--- src/rtl/instruction_fetch_unit.sv ---
// IF stage plus IF/ID pipeline register: owns the PC, runs a single-outstanding
// instruction-memory handshake, and applies hazard stalls and ID-stage redirects.
module instruction_fetch_unit #(
  parameter logic [31:0]   RESET_PC  = 32'h0000_0000,
  parameter logic [31:0]   NOP_INSTR = 32'h0000_0013,
  localparam int unsigned  XLEN      = 32
) (
  input  logic            clk,
  input  logic            reset,
  input  logic            stall_in,
  input  logic            redirect_valid_in,
  input  logic [XLEN-1:0] redirect_pc_in,
  output logic            imem_req_out,
  output logic [XLEN-1:0] imem_addr_out,
  input  logic            imem_ack_in,
  input  logic [XLEN-1:0] imem_rdata_in,
  output logic            id_valid_out,
  output logic [XLEN-1:0] id_pc_out,
  output logic [XLEN-1:0] id_pc_plus4_out,
  output logic [XLEN-1:0] id_instruction_out
);

  localparam logic [XLEN-1:0] ALIGN_MASK = 32'hFFFF_FFFC;

  typedef enum logic [1:0] {
    FETCH = 2'd0,
    HOLD  = 2'd1,
    DROP  = 2'd2
  } state_e;

  typedef struct packed {
    logic            valid;
    logic [XLEN-1:0] pc;
    logic [XLEN-1:0] pc_plus4;
    logic [XLEN-1:0] instr;
  } ifid_t;

  state_e          state_q, state_d;
  logic [XLEN-1:0] pc_q, pc_d;
  logic [XLEN-1:0] buf_instr_q, buf_instr_d;
  logic [XLEN-1:0] redir_pc_q, redir_pc_d;
  ifid_t           ifid_q, ifid_d;

  logic [XLEN-1:0] redir_tgt;
  logic [XLEN-1:0] pc_plus4;

  always_ff @(posedge clk) begin
    if (reset) begin
      state_q        <= FETCH;
      pc_q           <= RESET_PC;
      buf_instr_q    <= NOP_INSTR;
      redir_pc_q     <= '0;
      ifid_q.valid   <= 1'b0;
      ifid_q.pc      <= '0;
      ifid_q.pc_plus4 <= XLEN'(4);
      ifid_q.instr   <= NOP_INSTR;
    end else begin
      state_q     <= state_d;
      pc_q        <= pc_d;
      buf_instr_q <= buf_instr_d;
      redir_pc_q  <= redir_pc_d;
      ifid_q      <= ifid_d;
    end
  end

  // Next-state: redirect beats stall beats normal flow in every state.
  always_comb begin
    state_d     = state_q;
    pc_d        = pc_q;
    buf_instr_d = buf_instr_q;
    redir_pc_d  = redir_pc_q;
    ifid_d      = ifid_q;
    redir_tgt   = redirect_pc_in & ALIGN_MASK;
    pc_plus4    = pc_q + XLEN'(4);

    unique case (state_q)
      FETCH: begin
        if (redirect_valid_in) begin
          if (imem_ack_in) begin
            pc_d = redir_tgt;
          end else begin
            // Request stays outstanding at the old address; its data is dropped.
            redir_pc_d = redir_tgt;
            state_d    = DROP;
          end
        end else if (imem_ack_in) begin
          if (stall_in) begin
            buf_instr_d = imem_rdata_in;
            state_d     = HOLD;
          end else begin
            ifid_d.valid    = 1'b1;
            ifid_d.pc       = pc_q;
            ifid_d.pc_plus4 = pc_plus4;
            ifid_d.instr    = imem_rdata_in;
            pc_d            = pc_plus4;
          end
        end else if (!stall_in) begin
          ifid_d.valid = 1'b0;
          ifid_d.instr = NOP_INSTR;
        end
      end
      HOLD: begin
        if (redirect_valid_in) begin
          pc_d    = redir_tgt;
          state_d = FETCH;
        end else if (!stall_in) begin
          ifid_d.valid    = 1'b1;
          ifid_d.pc       = pc_q;
          ifid_d.pc_plus4 = pc_plus4;
          ifid_d.instr    = buf_instr_q;
          pc_d            = pc_plus4;
          state_d         = FETCH;
        end
      end
      DROP: begin
        if (redirect_valid_in) begin
          redir_pc_d = redir_tgt;
        end
        if (imem_ack_in) begin
          pc_d    = redirect_valid_in ? redir_tgt : redir_pc_q;
          state_d = FETCH;
        end
        if (!stall_in) begin
          ifid_d.valid = 1'b0;
          ifid_d.instr = NOP_INSTR;
        end
      end
      default: begin
        state_d = FETCH;
      end
    endcase

    if (redirect_valid_in) begin
      ifid_d.valid = 1'b0;
      ifid_d.instr = NOP_INSTR;
    end
  end

  assign imem_req_out       = (state_q != HOLD);
  assign imem_addr_out      = pc_q;
  assign id_valid_out       = ifid_q.valid;
  assign id_pc_out          = ifid_q.pc;
  assign id_pc_plus4_out    = ifid_q.pc_plus4;
  assign id_instruction_out = ifid_q.instr;

endmodule

--- config.mk ---
export PLATFORM = sky130hd
export DESIGN_NAME = instruction_fetch_unit
export DESIGN_NICKNAME = d
export VERILOG_FILES = /design/src/rtl/instruction_fetch_unit.sv
export SDC_FILE = /design/constraint.sdc
export NUM_CORES = 1
export LEC_CHECK = 0
export ABC_CLOCK_PERIOD_IN_PS = 2400
export CORE_ASPECT_RATIO = 1.1
export CORE_MARGIN = 8
export CORE_UTILIZATION = 30
export CTS_CLUSTER_SIZE = 30
export DETAILED_ROUTE_END_ITERATION = 10
export PLACE_DENSITY = 0.6
export SYNTH_ARGS = -nofsm -noshare
export SYNTH_HDL_FRONTEND = slang
export SYNTH_SLANG_ARGS = --single-unit
--- constraint.sdc ---
create_clock -name clk -period 2.4 [get_ports clk]
set_input_delay 0.24 -clock clk [delete_from_list [all_inputs] [get_ports clk]]
set_output_delay 0.24 -clock clk [all_outputs]
set_load 0.05 [all_outputs]
# After elaboration in Yosys (flattened, before gate mapping)
# Cells that the tools add are included.
dict set report totals {
  regBits 195
  inputBits 69
  word_cells 68
}
dict set report op_classes {
  n_addsub 1
  eq_ne 16
  n_mux 31
  bitwise 1
  reduce_logical 11
}
# cell n
set op_table {}
lappend op_table {{97-bit two-way mux} 4}
lappend op_table {{32-bit two-way mux} 11}
lappend op_table {{32-bit one-hot mux with 3 select lines} 2}
lappend op_table {{64-bit one-hot mux with 2 select lines} 1}
lappend op_table {{64-bit two-way mux} 1}
lappend op_table {{32-bit one-hot mux with 2 select lines} 1}
lappend op_table {{32-bit by 3-bit adder with 32-bit output (second input constant)} 1}
lappend op_table {{2-bit inequality test (second input constant)} 8}
lappend op_table {{3-bit inequality test (second input constant)} 5}
lappend op_table {{2-bit two-way mux} 7}
lappend op_table {{5-bit AND reduction} 2}
lappend op_table {{2-bit one-hot mux with 3 select lines} 1}
lappend op_table {{3-bit AND reduction} 2}
lappend op_table {{6-bit AND reduction} 1}
lappend op_table {{4-bit AND reduction} 1}
lappend op_table {{2-bit nonzero test} 2}
lappend op_table {{1-bit one-hot mux with 3 select lines} 1}
lappend op_table {{3-bit nonzero test} 1}
lappend op_table {{2-bit by 1-bit == test with 1-bit output (second input constant)} 1}
lappend op_table {{2-bit == test (second input constant)} 1}
lappend op_table {{2-bit logical NOT} 1}
lappend op_table {{1-bit two-way mux} 2}
lappend op_table {{2-bit by 1-bit inequality test with 1-bit output (second input constant)} 1}
lappend op_table {{2-bit OR reduction} 1}
lappend op_table {{1-bit inverter} 1}

# Longest topological paths before layout
# Gate-level depths: netlist of the first run.
dict set report logic_depth {
  word_depth 5
  mapped_depth 10
  depth_no_buf 7
}

# Worst setup path before layout of the first run
# OpenSTA, ideal clock, no wires.
dict set report synth_timing {
  kind {reg-to-reg}
  startpoint {reg state_q[1]}
  endpoint {reg ifid_q, in the netlist id_pc_plus4_out[11]}
  t_arrival_ps 2038
  required_time_ps 2266
  setup_slack_ps 228
  path_stages_with_launch 9
  n_path_buf 3
  period_less_slack_ps 2172
  path_cell_list {dfxtp_1 > inv_1 > ha_1 > buf_2 > mux2i_1 > nor3_1 > clkbuf_1 > buf_2 > a211oi_1}
}
dict set report synth_between {
  elab_chain_cells 3
  word_cells_on_any_way 10
  classes_between {eq/ne (6); mux (1); reduce/logical (3)}
}
# element line_no
set synth_lines {}
lappend synth_lines {{start: declaration} 38} ;# state_e state_q, state_d;
lappend synth_lines {{start signal: assignment} 58} ;# state_q <= state_d;
lappend synth_lines {{2-bit by 1-bit == test with 1-bit output / 2-bit logical NOT (equally long branches)} 76} ;# unique case (state_q)
lappend synth_lines {{2-bit inequality test (no source line) / 2-bit nonzero test (equally long branches)} -}
lappend synth_lines {{6-bit AND reduction (no source line)} -}
lappend synth_lines {{end signal: assignment} 62} ;# ifid_q <= ifid_d;
lappend synth_lines {{end: declaration} 42} ;# ifid_t ifid_q, ifid_d;
# Parallel ways exist; a longest one is shown, timed or not.
# A chain may end at the register's enable or synchronous reset.

# Worst setup path after layout of the first run
dict set report layout_timing {
  startpoint {reg state_q[1]}
  endpoint {out imem_req_out}
}
dict set report layout_between {
  elab_chain_cells 1
}
# element line_no
set layout_lines {}
lappend layout_lines {{2-bit by 1-bit inequality test with 1-bit output} 139} ;# assign imem_req_out = (state_q != HOLD);
lappend layout_lines {{end: declaration} 13} ;# output logic imem_req_out,
# No other way between the ends.

==> impl.org, run 1 <==
** Logic synthesis
- In this run the mean area of a mapped cell was 8.10 um^2.
- Counting every instance in the synthesized netlist gives 1,089.
- Synth unique cells :: 57
- Yosys mapped a number of flops with a built-in enable equal to 0.
- The cell area that synthesis handed to floorplanning was 8820 um^2.
- The synthesized design contains 193 register bits.
- In the synthesized netlist the dominant register cell turns out to be dfxtp_1.
- Proportion of synthesized chip area in sequential cells :: 43.8%
- For this run, asynchronously set or reset flops after synthesis account for 0%.
- Synthesis produced a netlist with a net count of 1,163.
- The Yosys step of the flow raised 0 warnings.

** Global route
- The initial antenna violation count is 2.
- Remaining global-route overflow :: 0
- Number of global-route vias before repair :: 8,036
- Entering global routing, the biggest net connects 67 pins.
- Global routing consumed, over all layers together, 15.8% of the routing resources.
- The first global-routing pass estimated 44,800 um of wire.

** Timing
- Total Neg Setup Slack :: 0 ns
- Worst clock skew :: 0.0103 ns
- Final setup viols :: 0
- The count of endpoints failing hold in the final timing report came to 0.
- The routed design could run at a clock period as short as 2.20 ns.
- For the pin with the worst max-slew slack, the measured transition is 0.757 ns.
- Setup repair after global routing left no endpoint under its margin.
- Dividing the final minimum period by the clock period gives 91.5%.
- The count of pins over their slew limit was 0.
- Headroom to the max-slew limit came out at 49.6%.
- Setup slack on the critical path of the routed design comes to 0.205 ns.
- Derived from the worst setup path, the maximum achievable clock frequency is 456 MHz.
- Hold is met by 0.186 ns.

** CTS
- Total CTS buffers :: 17
- Number of buffers on the longest clock path :: 2
- Count of hold buffers inserted by post-cts repair :: 0
- The tree is rooted in a clkbuf_16.
- TritonCTS Sinks :: 193
- The H-tree was split into 4 levels.
- CTS clock-pin slew for the worst setup and hold paths :: 0.08 ns
- After clock tree synthesis, the setup repair step added 0 buffers.
- TritonCTS built the clock tree.
- Clock latency on the worst-skew pair, taken at its later pin, is 0.43 ns.

** Worst setup path
- Together, buffers and inverters on the worst path number 3.
- Worst reg2reg setup slack :: 0.22 ns
- Critical path class :: reg -> out
- Worst stage delay on the critical path :: 0.55 ns
- The largest individual stage delay along the critical path comes from the cell dlygate4sd2_1.
- The signal on the critical path passes through inv_1 > ha_1 > inv_1 > dlygate4sd2_1.
- STA puts the critical path data required time at 2.16 ns.
- Critical path launch point type :: flip-flop
- Top cell by count, worst path :: inv_1
- Largest delay contributor family on the critical path :: buffers and inverters
- Of all nets on the critical path, the largest fanout is 8.
- Critical path endpoint category :: output port
- Worst EP arrival :: 1.96 ns

** Floorplanning
- The floorplan step set the die height to 196 um.
- DIE AREA :: 35,100 um^2
- The core region is 29,200 um^2.
- For this design the top-level I/O count stands at 199.
- Once the floorplan was initialized, standard cells occupied 30.2% of the core.
- The initialized floorplan defines 66 standard-cell rows.
- Overall die width :: 179 um

** Pwr
- Power spread over the standard cell area amounts to 732 nW/um^2.
- Net switching is 33.5% of the power.
- The share of total power dissipated in combinational logic is 25.7%.
- Clock network fraction of design power :: 32.9%
- Sequential cells burn 41.4% of the power.
- Leakage power total :: 4.17 nW
- Net switching power :: 2.86 mW
- After layout, the design draws a total of 8.54 mW.
- Cell internal power was estimated by the tool at 5.69 mW.
- Worst VDD drop :: 328 uV

** Worst hold path
- The path class of the tightest hold or removal check is in -> reg.

** Place
- Instance area after placement :: 11,100 um^2
- Input and output buffers added on the ports amount to 196.
- At the end of routability-driven placement, the weighted congestion stood at 0.801.
- Including well taps, the total number of placed cells is 1,586.
- The wire-length estimate of the detail-placed layout is 19,300 um.
- Setup slack at placement :: 0.172 ns

** Status
- Outcome :: finished clean

** Cells and area
- Final Cell Area :: 11,700 um^2
- The finished layout holds 1,618 standard cells, fillers aside.
- Cells with a size suffix above 1 make up 7.56% of the layout.
- Cells fill 39.9% of the core in the end.
- Commonest cells after routing, fill and taps aside :: 193 x dfxtp_1, 193 x clkdlybuf4s50_1, 181 x nand2_1
- The area growth from synthesis to layout is 32.4%.
- Total number of nets in the final design :: 1,305
- Final antenna diode count :: 0

** Route
- Vias per cell :: 5.10
- Once detail routing completed, the nets flagged for antenna violations numbered 0.
- Final routed wire length divided by cell count :: 17.5 um
- Vias after detailed routing :: 8,258
- Detailed-route wire length :: 28,300 um
- Number of remaining DRC errors :: 0
- For this run, the detailed router's first-pass iteration total came to 5.
- Drt initial violations :: 630

** Flow run
- Max-cap violations in this run came to 0.
power groups by stage:
stage          logic, mW  clock network (mW)  registers (mW)
2_1_floorplan       1.21                   0            3.84
3_3_place_gp        2.18                   0            3.60
3_5_place_dp        2.20                   0            3.61
4_1_cts             2.21                2.89            3.54
5_1_grt             2.36                3.02            3.56
6_report            2.20                2.81            3.54
what timing repair did:
item / in CTS / in global routing
pin swaps: 0 / 0
endpoints found under the hold margin: 0 / 0
endpoints found under the setup margin: 1 / 2
gates resized for setup: 1 / 1
cell usage after synthesis (all sizes together), types with 3 or more instances:
cell type / n / area (um^2)
a22oi: 31 / 233
clkbuf: 75 / 282
nor4: 5 / 37.5
a31oi: 5 / 31.3
or4: 4 / 30.0
o31a: 4 / 35.0
xor2: 12 / 105
nor3: 16 / 85.1
a21oi: 101 / 505
a221oi: 3 / 26.3
a21o: 3 / 22.5
or3: 4 / 25.0
nand3: 23 / 115
nand2: 182 / 683
and3: 3 / 18.8
nand2b: 7 / 43.8
o2bb2ai: 3 / 26.3
o21ai: 28 / 140
a22o: 29 / 254
nand4: 10 / 68.8
mux2i: 35 / 350
nor2: 124 / 465
ha: 5 / 62.6
nand3b: 7 / 52.6
and2: 4 / 25.0
nor2b: 3 / 18.8
inv: 23 / 86.3
buf: 51 / 334
and4: 5 / 43.8
o32ai: 10 / 87.6
xnor2: 15 / 131
o31ai: 3 / 22.5
dfxtp: 193 / 3860
a211oi: 37 / 278
a41oi: 4 / 35.0
path summary, 6_finish.rpt:
path | from | cells past startpoint | end
setup / recovery | state_q[1] | 4 | imem_req_out
hold / removal | reset | 2 | buf_instr_q[30]
setup reg to reg | state_q[1] | 6 | imem_addr_out[15]
hold reg to reg | redir_pc_q[1] | 2 | redir_pc_q[1]
final cells by class:
| class | instances | area (um^2) |
|---|---|---|
| clock buffer | 23 | 458 |
| tap | 374 | 468 |
| multi-input combinational | 747 | 4270 |
| timing repair buffer | 249 | 2430 |
| inverter | 23 | 86.3 |
| sequential | 193 | 3860 |
| clock inverter | 9 | 100 |
| fill | 2981 | 17600 |
flip-flops by register name (all words and copies together), names as in the netlist:
register            count
buf_instr_q            32
id_instruction_out     32
id_pc_out              32
imem_addr_out          32
redir_pc_q             32
id_pc_plus4_out        30
state_q                 2
id_valid_out            1
per-layer routing:
| metal | GRT usage (%) | vias to the layer above | share of wire (%) |
|---|---|---|---|
| met5 | 0 | - | 0.088 |
| met4 | 4.91 | 4 | 1.7 |
| met1 | 20.0 | 3928 | 46 |
| li1 | - | 4039 | - |
| met3 | 4.66 | 30 | 6.8 |
| met2 | 25.5 | 257 | 46 |
logic make-up after synthesis:
| logic type | share of synthesized area [%] |
|---|---|
| AND/OR/NAND/NOR | 19.8 |
| multiplexers | 4.10 |
| flip-flops | 43.8 |
| XOR/XNOR | 2.68 |
| buffers and inverters | 7.96 |
| adder cells (fa/ha/maj) | 0.710 |
| AO/OA/AOI/OAI | 20.9 |
Note: power is estimated with default switching activity, not from simulation.
==> inputs of run 2 (changes only) <==
--- a/config.mk
+++ b/config.mk
@@ -5,7 +5,7 @@
 export SDC_FILE = /design/constraint.sdc
 export NUM_CORES = 1
 export LEC_CHECK = 0
-export ABC_CLOCK_PERIOD_IN_PS = 2400
+export ABC_CLOCK_PERIOD_IN_PS = 2100
 export CORE_ASPECT_RATIO = 1.1
 export CORE_MARGIN = 8
 export CORE_UTILIZATION = 30
==> constraint.sdc (replaced) <==
create_clock -name clk -period 2.1 [get_ports clk]
set_input_delay 0.21 -clock clk [delete_from_list [all_inputs] [get_ports clk]]
set_output_delay 0.21 -clock clk [all_outputs]
set_load 0.05 [all_outputs]
==> run 2 against run 1 <==
Net effect: global-route usage is 0.11 points lower; register-to-register slack worse by 0.17 ns; worst hold slack better by 0.014 ns; die area stayed put; routed wire length is 2.0% higher; non-clock buffer count is 25 higher.
==> impl.org, run 2 (synthesis gave the netlist of run 1 again) <==
** Route
- Post-detailed-route count of antenna-violating nets :: 0 (unchanged)
- Number of remaining DRC errors :: 0 (unchanged)
- Detailed-route wire length :: 28,900 um (+2.0%)
- Final routed wire length divided by cell count :: 17.6 um (+0.50%)
- Vias per cell :: 5.06 (-0.87%)
- The number of detailed-routing iterations run before antenna repair was 5 (unchanged).
- Drt initial violations :: 571 (-9.4%)
- The total number of vias is 8,308 (+0.61%).

** Worst setup path
- The peak fanout along the critical path came to 15 (+7).
- Worst EP arrival :: 2.39 ns (+0.43 ns)
- The worst register-to-register path ends at id_pc_plus4_out[7].
- The number of cell instances on the worst register-to-register path was 9 (+3).
- The worst setup path is launched from a flip-flop.
- The startpoint identified for the worst register-to-register timing path is state_q[1].
- The data required time at the worst endpoint is 2.45 ns (+0.29 ns).
- Critical path endpoint category :: flip-flop
- In this run the worst setup path begins at state_q[1].
- The worst setup path is of the reg -> reg kind.
- Worst reg2reg setup slack :: 0.05 ns (-0.17 ns)

** Timing
- Worst clock skew :: 0.0115 ns (+0.00116 ns)
- Min Clock Period, post-route :: 2.05 ns
- The headroom to the max-slew limit is 61.4% (+12 points).
- The count of pins over their slew limit is 0 (unchanged).
- The setup violation total in the final timing report is 0 (unchanged).
- The setup TNS was 0 ns (unchanged).
- Top achievable clock speed :: 488 MHz
- In the finished design, the share of the clock period the worst path needs comes to 97.5%.
- Setup repair after global routing could not meet its margin everywhere.
- Final Hold Vio Count :: 0 (unchanged)
- Slew @ Worst Pin :: 0.578 ns (-0.179 ns)

** Worst hold path
- In this run the worst hold path is classified as in -> reg.
- The path with the worst hold slack has its endpoint at buf_instr_q[28].
- The number of cells on the worst hold path was 2 (unchanged).
- The startpoint identified for the worst hold timing path is reset.

** Floorplanning
- The total die area is 35,100 um^2 (unchanged).
- The initial standard-cell utilization of the core is 30.2% (unchanged).
- Die Height :: 196 um (unchanged)
- The total number of placement rows was 66 (unchanged).
- Core box area :: 29,200 um^2 (unchanged)
- Number of primary I/O pins :: 199 (unchanged)
- The floorplan die width was 179 um (unchanged).

** Cells and area
- Total number of nets in the final design :: 1,330 (+1.9%)
- Cell Count, Final, Fillers Out :: 1,642 (+1.5%)
- The final standard cell utilization of the core is 40.8% (+0.90 points).
- Share of cells above drive strength 1 :: 9.71% (+2.2 points)
- Area grow syn2layout :: 35.4%
- Commonest cells after routing, fill and taps aside :: 192 x dfxtp_1, 192 x clkdlybuf4s50_1, 181 x nand2_1

** CTS
- Worst skew pair latency :: 0.43 ns (about the same)
- The deepest clock path buffer count is 2 (unchanged).
- The CTS clock-pin slew for the worst setup and hold paths came to 0.07 ns (about the same).
- Root buf cell :: clkbuf_16
- The number of sinks driven by the clock tree was 193 (unchanged).
- TritonCTS built the clock tree.
- The total clock buffers created by CTS came to 17 (unchanged).
- The maximum level of the CTS H-tree came to 4 (unchanged).

** Global route
- Number of global-route vias before repair :: 8,142 (+1.3%)
- Pin count of the biggest net entering global routing :: 68 (+1.5%)
- GRT Resource Usage Total :: 15.7% (-0.11 points)
- First-pass GRT wire length :: 45,100 um (+0.57%)
- The overall overflow remaining after global route is 0 (unchanged).
- Antenna violations before repair :: 2 (unchanged)

** Place
- The number of input and output port buffers inserted came to 196 (unchanged).
- The final HPWL from detailed placement is 19,700 um (+2.4%).
- The final weighted congestion of routability-driven global placement is 0.825 (+2.9%).
- Cell count after placement :: 1,604 (+1.1%)

** Pwr
- The static power due to leakage came to 4.35 nW (+4.4%).
- Power per cell area :: 820 nW/um^2 (+12%)
- Final total power :: 9.79 mW (+15%)
- The maximum VDD drop came to 491 uV (+50%).

** Status
- Outcome :: finished clean

** Flow run
- Max-Cap Viols :: 0 (unchanged)
-- run 2: cell types whose count changed in the layout (fill, tap and decap cells not counted), sizes merged --
cell           delta
dlymetal6s2s      +1
dlygate4sd2       -1
diode             +1
clkinv            +2
clkdlybuf4s50     -1
buf              +24
inv               -2
-- run 2: power by group --
| part | internal, mW | leakage [nW] | switching [mW] |
|---|---|---|---|
| registers | 3.88 | 1.57 | 0.141 |
| clock network | 1.66 | 0.259 | 1.48 |
| logic | 1.01 | 2.52 | 1.63 |
-- run 2: critical path, cell delays in order, from the launching register on --
cell and delay, ns:
dfxtp_2 0.36, inv_1 0.07, ha_1 0.23, buf_4 0.16
mux2i_1 0.16, nor3_4 0.33, buf_4 0.20, clkbuf_16 0.19
nor2_1 0.05, a311oi_1 0.22
-- run 2: how the worst max path moves through the flow --
stage	to	slack [ns]	cells past startpoint
floorplan	imem_addr_out[20]	0.02	9
global placement	state_q[1]	0.04	5
detailed placement	id_pc_plus4_out[13]	0.02	6
CTS	imem_addr_out[29]	0.02	1
global route	id_pc_plus4_out[21]	-0.04	8
finish	id_pc_plus4_out[7]	0.05	9
-- run 2: area by class of cell --
| cell class | count | area (um^2) |
|---|---|---|
| tap | 374 | 468 |
| clock buffer | 21 | 450 |
| multi-input combinational | 747 | 4300 |
| fill | 2964 | 17300 |
| sequential | 193 | 3860 |
| antenna | 1 | 2.50 |
| clock inverter | 9 | 86.3 |
| timing repair buffer | 274 | 2680 |
| inverter | 23 | 86.3 |
-- run 2: per-stage QoR --
step	cell area (um^2)	setup WS, ns	hold slack [ns]
floorplan	8820	0.0160	0.334
global placement	11300	0.0416	0.426
finish	11900	0.0517	0.200
detailed placement	11300	0.0226	0.433
global route	11900	-0.0449	0.187
CTS	11800	0.0189	0.178
-- run 2: layer usage --
| metal | vias up | routed length (um) | GRT usage (%) |
|---|---|---|---|
| met5 | - | 30 | 0 |
| met4 | 4 | 526 | 5.00 |
| met2 | 267 | 13100 | 24.9 |
| met3 | 40 | 2140 | 4.79 |
| li1 | 4094 | - | - |
| met1 | 3903 | 13100 | 20.0 |
-- run 2: timing repair --
item / CTS / global route
resized for setup: 0 / 7
setup endpoints to repair: 0 / 11
buffers inserted: 0 / 5
hold buffers: 0 / 0
==> inputs of run 3 (changes only) <==
--- a/config.mk
+++ b/config.mk
@@ -11,7 +11,9 @@
 export CORE_UTILIZATION = 30
 export CTS_CLUSTER_SIZE = 30
 export DETAILED_ROUTE_END_ITERATION = 10
+export GPL_TIMING_DRIVEN = 0
 export PLACE_DENSITY = 0.6
+export RECOVER_POWER = 100
 export SYNTH_ARGS = -nofsm -noshare
 export SYNTH_HDL_FRONTEND = slang
 export SYNTH_SLANG_ARGS = --single-unit
==> run 3 against run 2 <==
Net effect: critical path depth fell by 3; sequential share of layout area decreased by 0.25 points; fmax decreased by 1.3%; critical endpoint is now imem_addr_out[29]; largest power group unchanged.
==> impl.org, run 3 (synthesis gave the netlist of run 1 again) <==
** Global route
- The via count of the first global-routing pass is 8,483 (+4.2%).
- The initial antenna violation count was 2 (unchanged).
- Remaining global-route overflow :: 0 (unchanged)
- Pin count of the biggest net entering global routing :: 17 (-75%)
- First-pass GRT wire length :: 49,800 um (+10%)
- The overall track demand over capacity in global routing came to 18.0% (+2.4 points).

** Cells and area
- Final antenna diode count :: 0 (-1)
- The total area of multi-input combinational cells was 4430 um^2 (+3.0%).
- Final standard cell utilization of the core :: 41.3% (+0.47 points)
- The summed area of non-filler cells in the final layout is 12,100 um^2 (+1.1%).
- The proportion of layout cells with a drive suffix above 1 is 12.3% (+2.6 points).
- The area growth from synthesis to layout is 37.0%.
- The final layout net count is 1,380 (+3.8%).
- Commonest cells after routing, fill and taps aside :: 185 x dfxtp_1, 181 x nand2_1, 121 x nor2_1
- Leaving out fill and tap cells, the most frequent cell in the layout is dfxtp_1.
- Filler Cell Count :: 2,986 (+0.74%)
- Footprint of the flip-flops and latches :: 3880 um^2 (+0.36%)

** Timing
- Top achievable clock speed :: 482 MHz (-1.3%)
- Setup repair after global routing could not meet its margin everywhere.
- The setup TNS came to 0 ns (unchanged).
- The final period demand of the worst path came to 2.08 ns (+0.0279 ns).
- The maximum clock skew at final layout is 0.0129 ns (+0.00142 ns).
- The slew of the pin with the lowest slew margin is 0.800 ns (+0.222 ns).
- Worst-case headroom to the max-slew limit :: 46.7% (-15 points)
- The count of pins over their slew limit was 0 (unchanged).
- Final Hold Vio Count :: 0 (unchanged)
- The period utilization was 98.9% (+1.3 points).
- Final setup viols :: 0 (unchanged)

** Route
- The overall routed net length was 32,800 um (+13%).
- The antenna violation net count after detailed routing is 0 (unchanged).
- The detailed router's first-iteration violation count is 652 (+14%).
- The routed length per placed instance came to 19.3 um (+10%).
- Number of remaining DRC errors :: 0 (unchanged)
- Detailed-routing iteration count for the pre-antenna-repair pass :: 5 (unchanged)
- The ratio of routed vias to standard cells came to 5.15 (+1.8%).
- Vias after detailed routing :: 8,718 (+4.9%)

** Place
- The final HPWL from detailed placement is 24,300 um (+23%).
- The number of input and output port buffers inserted was 194 (-1.0%).
- Placer Congestion :: 0.888 (+7.7%)
- Instance area after placement :: 11,200 um^2 (-0.43%)

** Pwr
- The static power due to leakage came to 4.77 nW (+9.7%).
- Internal cell power :: 6.41 mW (-2.0%)
- Sw Ratio :: 34.6% (+1.4 points)
- Net switching power :: 3.39 mW (+4.2%)
- Worst VDD drop :: 363 uV (-26%)
- The total power of the final layout is 9.80 mW (about the same).
- Clock network fraction of design power :: 31.7% (-0.3 points)
- Relative contribution of combinational cells to total power :: 26.5% (-0.4 points)
- The total power divided by cell area came to 811 nW/um^2 (-1.1%).
- The share of power burned in registers is 41.8% (+0.7 points).

** Status
- Outcome :: finished clean

** Worst setup path
- Critical path class :: reg -> reg
- Worst-path fanout max :: 8 (-7)
- Critical path endpoint category :: flip-flop
- Worst EP arrival :: 2.43 ns (+0.04 ns)
- The data required time at the worst endpoint is 2.46 ns (about the same).
- Critical path launch point type :: flip-flop

** CTS
- TritonCTS clock tree :: yes
- The total clock buffers created by CTS was 17 (unchanged).
- Number of levels in the clock H-tree :: 4 (unchanged)
- CTS clock-pin slew for the worst setup and hold paths :: 0.08 ns (about the same)
- Root buf cell :: clkbuf_16
- The number of hold buffers added after cts is 0 (unchanged).
- TritonCTS Sinks :: 193 (unchanged)
- The clock network latency to the later pin of the worst-skew pair came to 0.44 ns (about the same).
- Number of buffers on the longest clock path :: 2 (unchanged)

** Floorplanning
- The placeable core area is 29,200 um^2 (unchanged).
- The total number of placement rows came to 66 (unchanged).
- The vertical die dimension was 196 um (unchanged).
- The floorplan die width was 179 um (unchanged).
- Starting utilization of the core area :: 30.2% (unchanged)
- The number of top-level pins was 199 (unchanged).
- DIE AREA :: 35,100 um^2 (unchanged)

** Flow run
- The max-cap violation count is 0 (unchanged).

** Worst hold path
- Hold/Removal Path Class :: in -> reg
[run 3: cell count changes in the layout (fill, tap and decap cells not counted), moves of 4 or more]
cell	before	now
clkdlybuf4s50_1	192	77
dlygate4sd3_1	0	101
clkbuf_1	3	45
buf_4	68	41
clkbuf_2	0	20
clkbuf_4	0	15
buf_2	1	12
dlygate4sd2_1	0	9
buf_12	8	0
dfxtp_1	192	185
dfxtp_2	1	6
buf_6	2	6
[run 3: stage by stage]
step	hold WS, ns	setup WS, ns	std cells
2_1_floorplan	0.334	0.0160	1089
6_report	0.361	0.0238	1693
3_5_place_dp	0.438	-0.997	1657
4_1_cts	0.327	-0.00812	1691
3_3_place_gp	0.421	-0.985	1657
5_1_grt	0.360	-0.0678	1693
[run 3: layout make-up]
| cell class | instances | area share, % |
|---|---|---|
| clock buffer | 22 | 3.84 |
| multi-input combinational | 747 | 36.6 |
| tap | 374 | 3.88 |
| buffer | 120 | 5.83 |
| clock inverter | 10 | 0.632 |
| timing repair buffer | 204 | 16.3 |
| inverter | 23 | 0.715 |
| sequential | 193 | 32.1 |
[run 3: repair_timing]
| action | 4_1_cts | 5_1_grt |
|---|---|---|
| gates resized for setup | 82 | 65 |
| buffers inserted | 8 | 2 |
| pin swaps | 4 | 3 |
| endpoints found under the setup margin | 171 | 168 |
[run 3: path summary, 6_finish.rpt]
kind | from | end | slack, ns | cells after the start
min reg2reg | redir_pc_q[1] | redir_pc_q[1] | 0.45 | 2
max | imem_addr_out[4] | imem_addr_out[29] | 0.02 | 6
max reg2reg | imem_addr_out[4] | imem_addr_out[29] | 0.02 | 6
min | imem_rdata_in[24] | buf_instr_q[24] | 0.36 | 3
[run 3: critical path, cell delays in order, from the launching register on]
cell	delay (ns)
dfxtp_1	0.35
clkbuf_4	0.20
nand4_4	0.18
nor4_4	0.38
nand4_1	0.20
or4_1	0.53
a31oi_1	0.16
[run 3: metal layers]
metal | wire, um | part of all wire, % | vias to the layer above | GRT usage [%]
met5 | 31 | 0.095 | - | 0
met4 | 741 | 2.3 | 4 | 5.90
met3 | 2220 | 6.8 | 53 | 4.98
met2 | 15200 | 46 | 348 | 29.6
met1 | 14600 | 45 | 4120 | 22.6
li1 | - | - | 4193 | -
[run 3: power groups by stage]
stage	sequential, mW	combinational, mW	clock (mW)
2_1_floorplan	4.38	1.39	0
3_3_place_gp	4.16	2.51	0
3_5_place_dp	4.17	2.52	0
4_1_cts	4.09	2.59	3.17
5_1_grt	4.12	2.78	3.31
6_report	4.09	2.60	3.10
